==> src/rtl/hazard_pkg.sv <==
// Shared types and constants for the EX-stage hazard/forwarding controller.
package hazard_pkg;

  typedef logic [1:0] fwd_sel_t;

  localparam fwd_sel_t FWD_NONE = 2'b00;
  localparam fwd_sel_t FWD_MEM  = 2'b01;
  localparam fwd_sel_t FWD_EX   = 2'b10;

  typedef enum logic {
    IDLE,
    STALL
  } state_t;

endpackage

==> src/rtl/fwd_src_sel.sv <==
// Forwarding select for a single source operand; the newer EX/MEM result wins over MEM/WB.
module fwd_src_sel
  import hazard_pkg::*;
#(
  parameter int REG_AW = 5
) (
  input  logic [REG_AW-1:0] src,
  input  logic [REG_AW-1:0] exmem_rd,
  input  logic              exmem_regwrite,
  input  logic [REG_AW-1:0] memwb_rd,
  input  logic              memwb_regwrite,
  output fwd_sel_t          sel
);

  logic ex_hit;
  logic mem_hit;

  // Register 0 is hardwired, so it is never a forwarding source.
  assign ex_hit  = exmem_regwrite && (exmem_rd != '0) && (exmem_rd == src);
  assign mem_hit = memwb_regwrite && (memwb_rd != '0) && (memwb_rd == src);

  always_comb begin
    sel = FWD_NONE;
    if (ex_hit) begin
      sel = FWD_EX;
    end else if (mem_hit) begin
      sel = FWD_MEM;
    end
  end

endmodule

==> src/rtl/hazard_fwd_ctrl.sv <==
// EX-stage hazard controller: per-operand forwarding, load-use stall FSM,
// branch flush and saturating stall/flush event counters.
module hazard_fwd_ctrl
  import hazard_pkg::*;
#(
  parameter int REG_AW   = 5,
  parameter int NUM_SRC  = 2,
  parameter int LOAD_LAT = 1,
  parameter int CNT_W    = 16
) (
  input  logic                      clk_i,
  input  logic                      rst_i,
  input  logic [NUM_SRC*REG_AW-1:0] ifid_src_i,
  input  logic [NUM_SRC*REG_AW-1:0] idex_src_i,
  input  logic [REG_AW-1:0]         idex_rd_i,
  input  logic                      idex_regwrite_i,
  input  logic                      idex_memread_i,
  input  logic [REG_AW-1:0]         exmem_rd_i,
  input  logic                      exmem_regwrite_i,
  input  logic [REG_AW-1:0]         memwb_rd_i,
  input  logic                      memwb_regwrite_i,
  input  logic                      branch_taken_i,
  output logic [2*NUM_SRC-1:0]      fwd_sel_o,
  output logic                      pc_write_o,
  output logic                      ifid_write_o,
  output logic                      ifid_flush_o,
  output logic                      idex_flush_o,
  output logic                      stall_active_o,
  output logic [CNT_W-1:0]          stall_cnt_o,
  output logic [CNT_W-1:0]          flush_cnt_o
);

  localparam logic [2:0] REM_INIT = 3'(LOAD_LAT - 1);

  function automatic logic [CNT_W-1:0] sat_inc(input logic [CNT_W-1:0] v);
    return (&v) ? v : v + 1'b1;
  endfunction

  logic [2*NUM_SRC-1:0] fwd_raw;
  logic                 hazard;
  state_t               state, state_n;
  logic [2:0]           rem, rem_n;

  for (genvar k = 0; k < NUM_SRC; k++) begin : g_src
    fwd_src_sel #(.REG_AW(REG_AW)) u_sel (
      .src            (idex_src_i[k*REG_AW +: REG_AW]),
      .exmem_rd       (exmem_rd_i),
      .exmem_regwrite (exmem_regwrite_i),
      .memwb_rd       (memwb_rd_i),
      .memwb_regwrite (memwb_regwrite_i),
      .sel            (fwd_raw[2*k +: 2])
    );
  end

  assign fwd_sel_o = rst_i ? '0 : fwd_raw;

  always_comb begin
    hazard = 1'b0;
    for (int k = 0; k < NUM_SRC; k++) begin
      if (idex_rd_i == ifid_src_i[k*REG_AW +: REG_AW]) begin
        hazard = 1'b1;
      end
    end
    hazard = hazard && idex_memread_i && idex_regwrite_i && (idex_rd_i != '0);
  end

  always_comb begin
    state_n        = state;
    rem_n          = rem;
    pc_write_o     = 1'b1;
    ifid_write_o   = 1'b1;
    ifid_flush_o   = 1'b0;
    idex_flush_o   = 1'b0;
    stall_active_o = 1'b0;
    if (rst_i) begin
      state_n = IDLE;
      rem_n   = '0;
    end else if (branch_taken_i) begin
      // A taken branch squashes the hazarding instruction, so any stall is moot.
      ifid_flush_o = 1'b1;
      idex_flush_o = 1'b1;
      state_n      = IDLE;
      rem_n        = '0;
    end else if (state == STALL || hazard) begin
      pc_write_o     = 1'b0;
      ifid_write_o   = 1'b0;
      idex_flush_o   = 1'b1;
      stall_active_o = 1'b1;
      if (state == STALL) begin
        rem_n = rem - 3'd1;
        if (rem == 3'd1) begin
          state_n = IDLE;
        end
      end else if (LOAD_LAT > 1) begin
        state_n = STALL;
        rem_n   = REM_INIT;
      end
    end
  end

  always_ff @(posedge clk_i) begin
    if (rst_i) begin
      state       <= IDLE;
      rem         <= '0;
      stall_cnt_o <= '0;
      flush_cnt_o <= '0;
    end else begin
      state <= state_n;
      rem   <= rem_n;
      if (stall_active_o) begin
        stall_cnt_o <= sat_inc(stall_cnt_o);
      end
      if (branch_taken_i) begin
        flush_cnt_o <= sat_inc(flush_cnt_o);
      end
    end
  end

endmodule

==> config.mk <==
export PLATFORM = sky130hd
export DESIGN_NAME = hazard_fwd_ctrl
export DESIGN_NICKNAME = d
export VERILOG_FILES = /design/src/rtl/hazard_pkg.sv /design/src/rtl/fwd_src_sel.sv /design/src/rtl/hazard_fwd_ctrl.sv
export SDC_FILE = /design/constraint.sdc
export NUM_CORES = 1
export LEC_CHECK = 0
export ABC_AREA = 1
export ABC_CLOCK_PERIOD_IN_PS = 2050
export BUFFER_PORTS_ARGS = -buffer_cell sky130_fd_sc_hd__buf_4
export CAP_MARGIN = 20
export CORE_MARGIN = 4
export CORE_UTILIZATION = 47
export DETAILED_ROUTE_END_ITERATION = 12
export PLACE_DENSITY = 0.75
export SYNTH_ARGS = -nofsm -noshare
export SYNTH_HDL_FRONTEND = slang
export SYNTH_SLANG_ARGS = --single-unit
==> constraint.sdc <==
create_clock -name clk_i -period 2.05 [get_ports clk_i]
set_input_delay 0.1025 -clock clk_i [delete_from_list [all_inputs] [get_ports clk_i]]
set_output_delay 0.1025 -clock clk_i [all_outputs]
set_load 0.01 [all_outputs]
==> impl_metrics.ini <==
[clock_tree]
cts_buffer_depth = 2
cts.sinks = 36
clk_latency_ns = 0.28
cts_htree_levels = 2
cts_made_buffers = 5
postCtsHoldBufs = 0
tritoncts = built
cts_root_buf = clkbuf_8
clk_pin_slew_worst_paths_ns = 0.07

[setup_path]
worstSetupPathType = flip-flop to flip-flop
cpMostUsedCell = nand2_2
worstPathArrival_ns = 2.02
cp_max_fo = 8
path_delay_family = simple AND/OR/NAND/NOR gates
crit_required_ns = 2.26
crit_chain = ha_1, nand2_2, nor2_4, nand2_2, nor3_4, nand3_4, nand3_4, buf_4, nand2_2, a21oi_2
slowest_stage = dfxtp_1
cp-end-kind = flip-flop
crit_path_start_kind = flip-flop
cp_slowest_stage_delay_ns = 0.38
critPathBufInv = 1

[logic_synthesis]
syn_nets = 432
synthAdderAreaFrac = 0.0194
syn-instance-count = 386
ys_seq_area_frac = 0.279
synth_compound_area_frac = 0.110
synthXorXnorAreaFrac = 0.129
synth-seq-cells = 36
netlist.area_leader.share = 0.279
yosys-mux-area-fraction = 0
yosys.cell_types.count = 32
synth_top_family_by_area = simple AND/OR/NAND/NOR gates
synthTopCellsByArea = dfxtp_1, nand2_1, xor2_1, inv_1, nor2_1
synthSimpleGateAreaFrac = 0.365
netlist_area_um2 = 2580
yosysWarnings = 0
synth_top_cell_by_area = dfxtp_1
avgSynthCellArea_um2 = 6.68

[die]
ios = 83
rows = 26
die_w_um = 82.1
floorplan.initialDensity = 0.496
die-height_um = 82.1
dieArea_um2 = 6740
core_area_um2 = 5200

[routing]
drcViolationCount = 0
ant_nets = 0
routed_wl_mm = 6.63
viasPerCell = 5.07
firstDrtPassIters = 4
vias = 2776
first_iter_violations = 188
wire_per_inst_um = 12.1

[timing]
fin_worst_skew_ns = 0.00999
rsz0062_at_grt = false
worst_pin_slew_ns = 0.404
period_needed_ns = 1.81
slew_violations = 0
min_period_over_period = 0.881
max_freq_ghz = 0.554
slew_headroom = 0.727
setup_viol_count_final = 0
tns_ns = 0
hold_viol = 0

[pwr]
ir_drop_uv = 364
p_leak_nw = 1.55
p_per_area_nw_per_um2 = 448

[grt]
grt_pass1_vias = 2494
antenna_found_initial = 0
grt_use_total = 0.204
grt_max_degree = 30
grt_pass1_wl_mm = 11.0
grt_overflow = 0

[cells_and_area]
syn2layout_area_growth_pct = 33.4
antennaDiodeCount = 0
drive_gt1_frac = 0.274
finalInstanceArea_um2 = 3440
final_nets = 523
utilization = 0.661

[placed_design]
portBuffers = 82
place_area_um2 = 3230
place.gp.congestion = 0.883
hpwl_mm = 5.12

[outcome]
status = complete, no violations

[hold_path]
worst_hold_path_type = primary input to flip-flop

[job]
cap_violations = 0
## registers in the layout (all words and copies together), names as in the netlist
register,flops
flush_cnt_o,16
stall_cnt_o,16
rem,3
state,1
## through the flow
step | hold WS [ns] | power [mW] | setup slack [ns] | cells
after floorplan | 0.331 | 0.830 | 0.351 | 386
after detailed placement | 0.478 | 0.944 | 0.126 | 529
after global placement | 0.463 | 0.939 | 0.161 | 529
final | 0.187 | 1.54 | 0.243 | 548
after global routing | 0.191 | 1.63 | 0.0361 | 548
after CTS | 0.201 | 1.55 | 0.119 | 537
## cells by family (layout without fill, tap and decap cells)
| family | count (synthesis) | count (layout) |
|---|---|---|
| simple gates | 199 | 199 |
| compound gates | 48 | 48 |
| flops | 36 | 36 |
| buf+inv | 61 | 153 |
| fa+ha+maj | 4 | 4 |
| xor+xnor | 38 | 38 |
## worst paths after layout
kind | end | slack (ns) | start | cells after the start
worst max-delay path | stall_cnt_o[13]$_SDFFE_PP0P_ | 0.24 | stall_cnt_o[1]$_SDFFE_PP0P_ | 10
worst min-delay path | flush_cnt_o[11]$_SDFFE_PP0P_ | 0.19 | branch_taken_i | 4
worst max register to register | stall_cnt_o[13]$_SDFFE_PP0P_ | 0.24 | stall_cnt_o[1]$_SDFFE_PP0P_ | 10
worst min register to register | flush_cnt_o[15]$_SDFFE_PP0P_ | 0.48 | flush_cnt_o[15]$_SDFFE_PP0P_ | 2
## report_power, final
part | internal, mW | total [mW] | switching [mW]
Combinational | 0.112 | 0.226 | 0.114
Clock | 0.361 | 0.609 | 0.249
Sequential | 0.703 | 0.708 | 0.00463
## final cells by class
class                   count  area [µm²]
clock buffers               6        72.6
clock inverters             2        35.0
fillers                   476        1760
inverters                  50         188
multi-input cells         289        1610
flip-flops and latches     36         721
well taps                  70        87.6
repair buffers             95         726
## cells in the final DEF (no fill, tap or decap), types with 2 or more instances in the layout
cell      instances
nand3_1          20
nor2_1           36
a31oi_1           2
ha_1              4
nand3_4           2
nand4_1          16
a21oi_2           8
buf_4            94
xnor2_1          14
dfxtp_1          36
o21ai_0          11
nand2_2          11
clkbuf_8          5
or2_2             3
xor2_1           24
a21oi_1          23
nand2_1          86
inv_1            49
and3_1            2
nor3_1           12
nor4_1            6
## synth_stat cells, drive strengths merged
library cell,count
inv,50
nor3,14
a211oi,1
o211ai,1
buf,4
nor2,37
ha,4
clkbuf,7
nand3,22
xnor2,14
nand4,16
or2,3
dfxtp,36
nor4,6
nand2,98
o41ai,1
a31oi,2
xor2,24
o21bai,1
and2,1
o21ai,11
a21oi,31
and3,2
## what timing repair did
action,4_1_cts,5_1_grt
setup buffers,0,11
endpoints found under the setup margin,0,18
gates resized for setup,0,1
## worst reg2reg max path, stage by stage (launching register included)
cell and delay (ns):
dfxtp_1 0.38, ha_1 0.22, nand2_2 0.10, nor2_4 0.12, nand2_2 0.10, nor3_4 0.20
nand3_4 0.15, nand3_4 0.17, buf_4 0.15, nand2_2 0.04, a21oi_2 0.11
## metal layers
metal / GRT usage / part of all wire / vias to the layer above
met5: 0 / 0 / -
met4: 0.0598 / 0.013 / 0
met3: 0.0521 / 0.076 / 11
met2: 0.351 / 0.48 / 92
met1: 0.249 / 0.43 / 1242
li1: - / - / 1431
No activity file was read; power rests on OpenSTA's default activity.
